==> config.mk <==
export PLATFORM = sky130hd
export DESIGN_NAME = imul_arbiter_flat
export DESIGN_NICKNAME = d
export VERILOG_FILES = /design/src/rtl/imul_arbiter_if.sv /design/src/rtl/imul_arbiter.sv /design/src/flat_wrapper.sv
export SDC_FILE = /design/constraint.sdc
export NUM_CORES = 1
export LEC_CHECK = 0
export CAP_MARGIN = 10
export CELL_PAD_IN_SITES_DETAIL_PLACEMENT = 2
export CELL_PAD_IN_SITES_GLOBAL_PLACEMENT = 2
export CORE_UTILIZATION = 10
export CTS_BUF_LIST = sky130_fd_sc_hd__clkbuf_16
export DETAILED_ROUTE_END_ITERATION = 12
export HOLD_SLACK_MARGIN = 0.12
export PLACE_DENSITY = 0.95
export SLEW_MARGIN = 5
export SYNTH_ARGS = -nofsm -noshare
export SYNTH_HDL_FRONTEND = slang
export SYNTH_SLANG_ARGS = --single-unit
==> constraint.sdc <==
create_clock -name clk -period 3.6 [get_ports clk]
set_input_delay 0.54 -clock clk [delete_from_list [all_inputs] [get_ports clk]]
set_output_delay 0.54 -clock clk [all_outputs]
set_load 0.02 [all_outputs]
==> src/rtl/imul_arbiter_if.sv <==
// Handshake bundle between requesters, the imul_arbiter and the shared multiplier.
// The slave modport is the arbiter's view; the master modport is the surrounding
// environment (requesters plus multiplier).
interface imul_arbiter_if #(
  parameter int unsigned p_num_reqs   = 2,
  parameter int unsigned p_msg_nbits  = 64,
  parameter int unsigned p_resp_nbits = 32
);
  logic [p_num_reqs-1:0]             req_val;
  logic [p_num_reqs-1:0]             req_rdy;
  logic [p_num_reqs*p_msg_nbits-1:0] req_msg;
  logic [p_num_reqs-1:0]             resp_val;
  logic [p_num_reqs-1:0]             resp_rdy;
  logic [p_resp_nbits-1:0]           resp_msg;
  logic                              mul_req_val;
  logic                              mul_req_rdy;
  logic [p_msg_nbits-1:0]            mul_req_msg;
  logic                              mul_resp_val;
  logic                              mul_resp_rdy;
  logic [p_resp_nbits-1:0]           mul_resp_msg;

  modport slave (
    input  req_val, req_msg, resp_rdy, mul_req_rdy, mul_resp_val, mul_resp_msg,
    output req_rdy, resp_val, resp_msg, mul_req_val, mul_req_msg, mul_resp_rdy
  );

  modport master (
    output req_val, req_msg, resp_rdy, mul_req_rdy, mul_resp_val, mul_resp_msg,
    input  req_rdy, resp_val, resp_msg, mul_req_val, mul_req_msg, mul_resp_rdy
  );
endinterface

==> src/rtl/imul_arbiter.sv <==
// imul_arbiter: round-robin sharing of one iterative multiplier among p_num_reqs
// requesters, with at most one multiplication in flight. The owner of the
// outstanding operation is remembered so the product is routed back to it.
// Optional feature macro: IMUL_ARBITER_BYPASS_EN -- when defined, a new request
// may be granted in the same cycle the previous response fires (0-cycle gap).
module imul_arbiter #(
  parameter int unsigned p_num_reqs   = 2,
  parameter int unsigned p_msg_nbits  = 64,
  parameter int unsigned p_resp_nbits = 32
) (
  input  logic                          clk,
  input  logic                          reset,
  imul_arbiter_if.slave                 bus,
  output logic [$clog2(p_num_reqs)-1:0] owner,
  output logic                          busy,
  output logic [7:0]                    num_xacts
);

  localparam int unsigned IW  = $clog2(p_num_reqs);
  localparam int unsigned IW1 = IW + 1;

`ifdef IMUL_ARBITER_BYPASS_EN
  localparam bit c_bypass = 1'b1;
`else
  localparam bit c_bypass = 1'b0;
`endif

  typedef enum logic {
    S_IDLE = 1'b0,
    S_WAIT = 1'b1
  } state_e;

  state_e          state_q, state_d;
  logic [IW-1:0]   ptr_q, ptr_d;
  logic [IW-1:0]   owner_q, owner_d;
  logic [7:0]      cnt_q, cnt_d;

  logic [IW-1:0]   grant;
  logic            any_val;
  logic [IW1-1:0]  scan_idx;
  logic            arb_en;
  logic            req_fire;
  logic            resp_fire;

  logic [p_msg_nbits-1:0] msg_arr [p_num_reqs];

  for (genvar gi = 0; gi < p_num_reqs; gi++) begin : g_unpack
    assign msg_arr[gi] = bus.req_msg[gi*p_msg_nbits +: p_msg_nbits];
  end

  // Round-robin pick: first valid requester at or after the registered pointer.
  always_comb begin
    grant    = ptr_q;
    any_val  = 1'b0;
    scan_idx = '0;
    for (int unsigned i = 0; i < p_num_reqs; i++) begin
      scan_idx = {1'b0, ptr_q} + IW1'(i);
      if (scan_idx >= IW1'(p_num_reqs)) begin
        scan_idx = scan_idx - IW1'(p_num_reqs);
      end
      if (!any_val && bus.req_val[scan_idx[IW-1:0]]) begin
        any_val = 1'b1;
        grant   = scan_idx[IW-1:0];
      end
    end
  end

  // FSM next state and handshake outputs; everything reads 0 while reset is low.
  always_comb begin
    state_d          = state_q;
    ptr_d            = ptr_q;
    owner_d          = owner_q;
    cnt_d            = cnt_q;
    bus.req_rdy      = '0;
    bus.resp_val     = '0;
    bus.resp_msg     = '0;
    bus.mul_req_val  = 1'b0;
    bus.mul_req_msg  = '0;
    bus.mul_resp_rdy = 1'b0;
    arb_en           = 1'b0;
    req_fire         = 1'b0;
    resp_fire        = 1'b0;

    if (reset) begin
      case (state_q)
        S_IDLE: arb_en = 1'b1;
        S_WAIT: begin
          bus.resp_val[owner_q] = bus.mul_resp_val;
          bus.mul_resp_rdy      = bus.resp_rdy[owner_q];
          bus.resp_msg          = bus.mul_resp_msg;
          resp_fire             = bus.mul_resp_val && bus.resp_rdy[owner_q];
          // Bypass re-arbitrates off the registered pointer, so the old owner
          // gets no priority on the overlapping grant.
          arb_en                = c_bypass && resp_fire;
        end
        default: ;
      endcase

      if (arb_en && any_val) begin
        bus.mul_req_val     = 1'b1;
        bus.mul_req_msg     = msg_arr[grant];
        bus.req_rdy[grant]  = bus.mul_req_rdy;
        req_fire            = bus.mul_req_rdy;
      end

      if (resp_fire) begin
        cnt_d   = cnt_q + 8'd1;
        state_d = S_IDLE;
      end

      if (req_fire) begin
        state_d = S_WAIT;
        owner_d = grant;
        ptr_d   = (32'(grant) == p_num_reqs - 1) ? '0 : grant + 1'b1;
      end
    end
  end

  // State register with synchronous active-low clear.
  always_ff @(posedge clk) begin
    if (!reset) begin
      state_q <= S_IDLE;
      ptr_q   <= '0;
      owner_q <= '0;
      cnt_q   <= '0;
    end else begin
      state_q <= state_d;
      ptr_q   <= ptr_d;
      owner_q <= owner_d;
      cnt_q   <= cnt_d;
    end
  end

  assign owner     = reset ? owner_q : '0;
  assign busy      = reset && (state_q == S_WAIT);
  assign num_xacts = reset ? cnt_q : '0;

endmodule

==> src/flat_wrapper.sv <==
// flat-port wrapper written by rule: the top's interface ports become plain ports
module imul_arbiter_flat 
#(
  parameter int unsigned p_num_reqs   = 2,
  parameter int unsigned p_msg_nbits  = 64,
  parameter int unsigned p_resp_nbits = 32
)
  (clk, reset, owner, busy, num_xacts, bus_req_val, bus_req_msg, bus_resp_rdy, bus_mul_req_rdy, bus_mul_resp_val, bus_mul_resp_msg, bus_req_rdy, bus_resp_val, bus_resp_msg, bus_mul_req_val, bus_mul_req_msg, bus_mul_resp_rdy);
  imul_arbiter_if #(.p_num_reqs(p_num_reqs), .p_msg_nbits(p_msg_nbits), .p_resp_nbits(p_resp_nbits)) bus_i ();
  input  logic clk;
  input  logic reset;
  output logic [$clog2(p_num_reqs)-1:0] owner;
  output logic busy;
  output logic [7:0] num_xacts;
  input wire logic [$bits(bus_i.req_val)-1:0] bus_req_val;
  input wire logic [$bits(bus_i.req_msg)-1:0] bus_req_msg;
  input wire logic [$bits(bus_i.resp_rdy)-1:0] bus_resp_rdy;
  input wire logic [$bits(bus_i.mul_req_rdy)-1:0] bus_mul_req_rdy;
  input wire logic [$bits(bus_i.mul_resp_val)-1:0] bus_mul_resp_val;
  input wire logic [$bits(bus_i.mul_resp_msg)-1:0] bus_mul_resp_msg;
  output wire logic [$bits(bus_i.req_rdy)-1:0] bus_req_rdy;
  output wire logic [$bits(bus_i.resp_val)-1:0] bus_resp_val;
  output wire logic [$bits(bus_i.resp_msg)-1:0] bus_resp_msg;
  output wire logic [$bits(bus_i.mul_req_val)-1:0] bus_mul_req_val;
  output wire logic [$bits(bus_i.mul_req_msg)-1:0] bus_mul_req_msg;
  output wire logic [$bits(bus_i.mul_resp_rdy)-1:0] bus_mul_resp_rdy;
  assign bus_i.req_val = bus_req_val;
  assign bus_i.req_msg = bus_req_msg;
  assign bus_i.resp_rdy = bus_resp_rdy;
  assign bus_i.mul_req_rdy = bus_mul_req_rdy;
  assign bus_i.mul_resp_val = bus_mul_resp_val;
  assign bus_i.mul_resp_msg = bus_mul_resp_msg;
  assign bus_req_rdy = bus_i.req_rdy;
  assign bus_resp_val = bus_i.resp_val;
  assign bus_resp_msg = bus_i.resp_msg;
  assign bus_mul_req_val = bus_i.mul_req_val;
  assign bus_mul_req_msg = bus_i.mul_req_msg;
  assign bus_mul_resp_rdy = bus_i.mul_resp_rdy;
  imul_arbiter #(.p_num_reqs(p_num_reqs), .p_msg_nbits(p_msg_nbits), .p_resp_nbits(p_resp_nbits)) u_core (.clk(clk), .reset(reset), .bus(bus_i), .owner(owner), .busy(busy), .num_xacts(num_xacts));
endmodule
Yosys cells after proc, flatten, opt, wreduce, memory -nomap -nowiden:

Cells that the tools add are included.

* memory bits (read-only): 0
* bits of input ports: 168
* logic and storage cells: 72
* RAM bits: 0
* register bits: 11
* memories: 0
* bits in latches: 0
* output and inout port bits: 112

* multiplexer cells: 42
* bitwise operators: 4
* add/subtract/negate cells: 5
* $lt $le $gt $ge: 9
* equality and inequality tests: 0
* shifts and indexed selects: 0
* multiply operators: 0
* divide/modulo/power cells: 0
* reductions and logical operators: 8

Operator list (number)
* 64-bit two-way mux: 5
* 32-bit two-way mux: 2
* 1-bit two-way mux: 27
* 8-bit by 1-bit adder with 8-bit output (second input constant): 1
* 1-bit by 2-bit less-than comparator with 1-bit output (second input constant): 4
* 2-bit two-way mux: 4
* 8-bit two-way mux: 1
* 1-bit logical AND: 6
* 2-bit AND: 2
* 2-bit >= comparator (second input constant): 2
* 1-bit by 1-bit adder with 2-bit output (second input constant): 1
* 1-bit demux with 1-bit select: 2
* 1-bit >= comparator (second input constant): 2
* 1-bit by 2-bit >= comparator with 1-bit output (second input constant): 1
* 1-bit inverter with 2-bit output: 1
* 1-bit case mux with 2 select lines: 1
* 2-bit nonzero test: 1
* 1-bit subtractor (second input constant): 2
* 1-bit adder (second input constant): 1
* 1-bit logical NOT: 1
* 1-bit inverter: 1

Longest topological paths before layout:

* word-level depth: 15
* mapped depth: 6
* gate-level depth less buffers: 5

Worst setup path before layout:

No wires, ideal clock.

* path type: input port to output port
* from: input port bus_req_val[1]
* to: output port bus_mul_req_msg[14]
* setup slack: 1.377 ns
* buffers on the path: 2
* required time: 3.060 ns
* stages on the path: 6
* data arrival time: 1.683 ns
* path through: nand2b_1 > a21oi_1 > buf_2 > buf_2 > nand2_1 > a21oi_1

* word-level cells in the longest chain between the ends: 12
* elaborated cells between the ends (all ways): 17
* classes of those cells: 13 x mux; 1 x bitwise; 3 x reduce/logical

Ends and longest elaborated chain
* start, declared: line flat_wrapper.sv:15 `input wire logic [$bits(bus_i.req_val)-1:0] bus_req_val;`
* 1-bit two-way mux (not written as such) (2 in series): line imul_arbiter.sv:61 `if (!any_val && bus.req_val[scan_idx[IW-1:0]]) begin`
* 1-bit two-way mux: line imul_arbiter.sv:61
* 1-bit logical NOT: line imul_arbiter.sv:61
* 1-bit logical AND: line imul_arbiter.sv:61
* 1-bit two-way mux: line imul_arbiter.sv:61
* 1-bit inverter with 2-bit output (not written as such): line imul_arbiter.sv:101 `bus.mul_req_msg = msg_arr[grant];`
* 64-bit two-way mux (not written as such) (3 in series): line imul_arbiter.sv:101
* 64-bit two-way mux *: line imul_arbiter.sv:99 `if (arb_en && any_val) begin`
* 64-bit two-way mux *: line imul_arbiter.sv:84 `if (reset) begin`
* end, declared: line flat_wrapper.sv:25 `output wire logic [$bits(bus_i.mul_req_msg)-1:0] bus_mul_req_msg;`

Mark *: on every way between the ends. The rest lies on a longest branch, timed or not. The select of a mux whose other input is x is not followed.

Final worst setup path:

* from: input port bus_req_val[1]
* to: output port bus_mul_req_msg[27]

Same word-level chain as after synthesis.

==> impl_metrics.tcl <==
set metrics [dict create \
    drt_wl_total_mm 13.1 \
    startpoint_type "primary input" \
    cts_tree "done" \
    synthTopCellsByCount "134 x nand2_1, 68 x a21oi_1, 33 x and3_1, 13 x buf_2, 13 x clkbuf_1" \
    antenna_found_initial 0 \
    path_class "primary input to output pin" \
    initial_core_util_pct 10.3 \
    yosysWarnings 0 \
    leakage_nw 1.92 \
    grt_usage_pct 14.0 \
    setup.worst_path.end_class "output pin" \
    crit_fanout 22 \
    placed_area_sq_mm 0.00478 \
    postCtsSetupBuffers 0 \
    clk_latency_ns 0.24 \
    place_ws_ns 0.314 \
    first_pass_iters 4 \
    grt_setup_unrepaired "false" \
    yosys.area.top_type "nand2_1" \
    ant_nets 0 \
    timing.rr.start "u_core.state_q$_SDFFE_PN0P_" \
    hold_path_end "u_core.cnt_q[1]$_SDFFE_PN0P_" \
    cts-resized-gates 0 \
    drt_iter0_markers 88 \
    rrSetupSlack_ns 1.91 \
    io_pins 280 \
    fin_skew_ns 0.00159 \
    setup_viol 0 \
    ctsHoldBuffers 0 \
    holdPathStages 2 \
    die-area_sq_mm 0.0178 \
    required_ns 3.06 \
    synth_cells 329 \
    vias 3309 \
    drc 0 \
    synth-edff-count 0 \
    multi_input_area_sq_mm 0.00138 \
    hp-class "flip-flop to flip-flop" \
    relSlewSlack_pct 60.5 \
    arrival_ns 2.70 \
    rows 47 \
    cts_sinks 11 \
    final_cell_area_sq_mm 0.00485 \
    cts_buffers 3 \
    wl_per_cell_um 16.1 \
    ys.flop_type "dfxtp_1" \
    status "finished clean" \
    antenna-diode-count 0 \
    synth_cell_types 26 \
    period_share_pct 90.0 \
    die_w_um 133 \
    slew_viol_final 0 \
    p_total_uw 982 \
    ys_ff_latch 11 \
    seqCellArea_sq_um 220 \
    syn-num-nets 498 \
    overflow 0 \
    seq_area_frac_synth_pct 12.7 \
    power_density_mw_per_mm2 202 \
    coreArea_sq_mm 0.0168 \
    gp_congestion 0.755 \
    grt_max_degree 48 \
    synth_top_area_share_pct 29.1 \
    root_buffer "clkbuf_16" \
    reg2reg_to "u_core.cnt_q[7]$_SDFFE_PN0P_" \
    yosysMostFrequentCell "nand2_1" \
    grt_pass1_vias 3650 \
    min-delay-start "u_core.cnt_q[1]$_SDFFE_PN0P_" \
    final_nets 761 \
    path_clk_slew_ns 0.04 \
    hold_viol 0 \
    vias_per_cell 4.08 \
    cts_max_level 1 \
    grt_pass1_wl_mm 19.8 \
    die_y_um 133 \
    port_buffers 279 \
    clock.fmax_mhz 309 \
    synth_area_sq_mm 0.00173 \
    fill_cells 1971 \
    async_reset_ff_share_pct 0 \
    max-cap-violations 0 \
    period_minus_slack_ns 3.24 \
    dpl.hpwl_mm 10.7 \
    final.setup.tns_ns 0 \
    area_growth_syn_to_layout_pct 181 \
    r2r_cells 5 \
    clk_path_buf_depth 2 \
    synthTopCellsByArea "nand2_1 29%, a21oi_1 20%, dfxtp_1 13%" \
    worst_pin_slew_ns 0.582 \
    syn_avg_cell_area_sq_um 5.26 \
    layout-drive-gt1-share_pct 3.05 \
    worst_ir_drop_vdd_v 0.000213 \
    fin_ws_ns 0.359 \
]
-- logic make-up after synthesis --
family,Yosys count,synth area share [%]
compound gates,74,22.3
xor+xnor,6,3.04
fa+ha+maj,1,0.723
buf+inv,33,8.10
flops,11,12.7
mux,2,1.45
simple gates,202,51.7
-- cell usage in the layout (no fill, tap or decap) --
cell type / instances
xnor2_1: 6
clkbuf_16: 3
mux2i_2: 1
buf_4: 7
or2_0: 1
a21oi_4: 1
nand4_1: 1
mux2_2: 1
inv_1: 3
nor2b_1: 2
and2_1: 9
nand2b_1: 1
a311oi_1: 2
clkdlybuf4s50_1: 279
nor3b_1: 2
nand2_2: 1
nor3_1: 5
nand2_1: 133
ha_1: 1
o21ai_0: 2
clkinv_1: 1
and3_1: 33
nand3_1: 3
nor2_1: 11
buf_12: 2
o21ba_2: 1
a21oi_1: 67
dfxtp_1: 11
a21o_2: 1
-- stage by stage --
| stage | std cells | hold slack (ns) | util [%] |
|---|---|---|---|
| after floorplan | 329 | 0.479 | - |
| after global placement | 807 | 0.508 | 28.5 |
| after detailed placement | 807 | 0.540 | 28.5 |
| after CTS | 811 | 0.551 | 29.0 |
| after global routing | 811 | 0.568 | 29.0 |
| final | 811 | 0.544 | 29.0 |
-- layer usage --
| metal | up-vias | global-route usage [%] | part of all wire [%] |
|---|---|---|---|
| met5 | - | 0 | 0 |
| met4 | 0 | 2.08 | 1.3 |
| met3 | 16 | 2.66 | 5.7 |
| met2 | 129 | 27.1 | 53 |
| met1 | 1558 | 15.8 | 40 |
| li1 | 1606 | - | - |
-- power by group --
part	leakage (nW)	internal [mW]	total [mW]	switching (mW)
logic	1.79	0.342	0.646	0.304
registers	0.0893	0.126	0.131	0.00468
clock network	0.0423	0.146	0.205	0.0585
-- worst max-delay path by stage --
stage / startpoint / end / slack (ns) / depth (start not counted)
after floorplan: bus_req_val[1] / bus_mul_req_msg[14] / 1.38 / 6
after global placement: bus_req_val[1] / bus_mul_req_msg[24] / 0.41 / 7
after detailed placement: bus_req_val[1] / bus_mul_req_msg[27] / 0.31 / 7
after CTS: bus_req_val[1] / bus_mul_req_msg[27] / 0.31 / 7
after global routing: bus_req_val[1] / bus_mul_req_msg[6] / 0.25 / 7
final: bus_req_val[1] / bus_mul_req_msg[27] / 0.36 / 7
-- area by class of cell --
type	count	share of cell area (%)
clock inverters	1	0.0773
clock buffers	3	1.55
well taps	220	5.67
inverters	3	0.232
repair buffers	288	59.4
flip-flops and latches	11	4.54
multi-input cells	285	28.5
-- worst max-delay path, stage by stage --
cell and delay (ns):
clkdlybuf4s50_1 0.49, nor2b_1 0.27, a21o_2 0.18, buf_4 0.27, nand2_1 0.12, a21oi_1 0.17, clkdlybuf4s50_1 0.63
-- flip-flops by register name, indices dropped and copies added (netlist names) --
register and cells:
u_core.ptr_q 1, u_core.state_q 1, u_core.owner_q 1, u_core.cnt_q 8
Power figures use the tool's default switching activity.
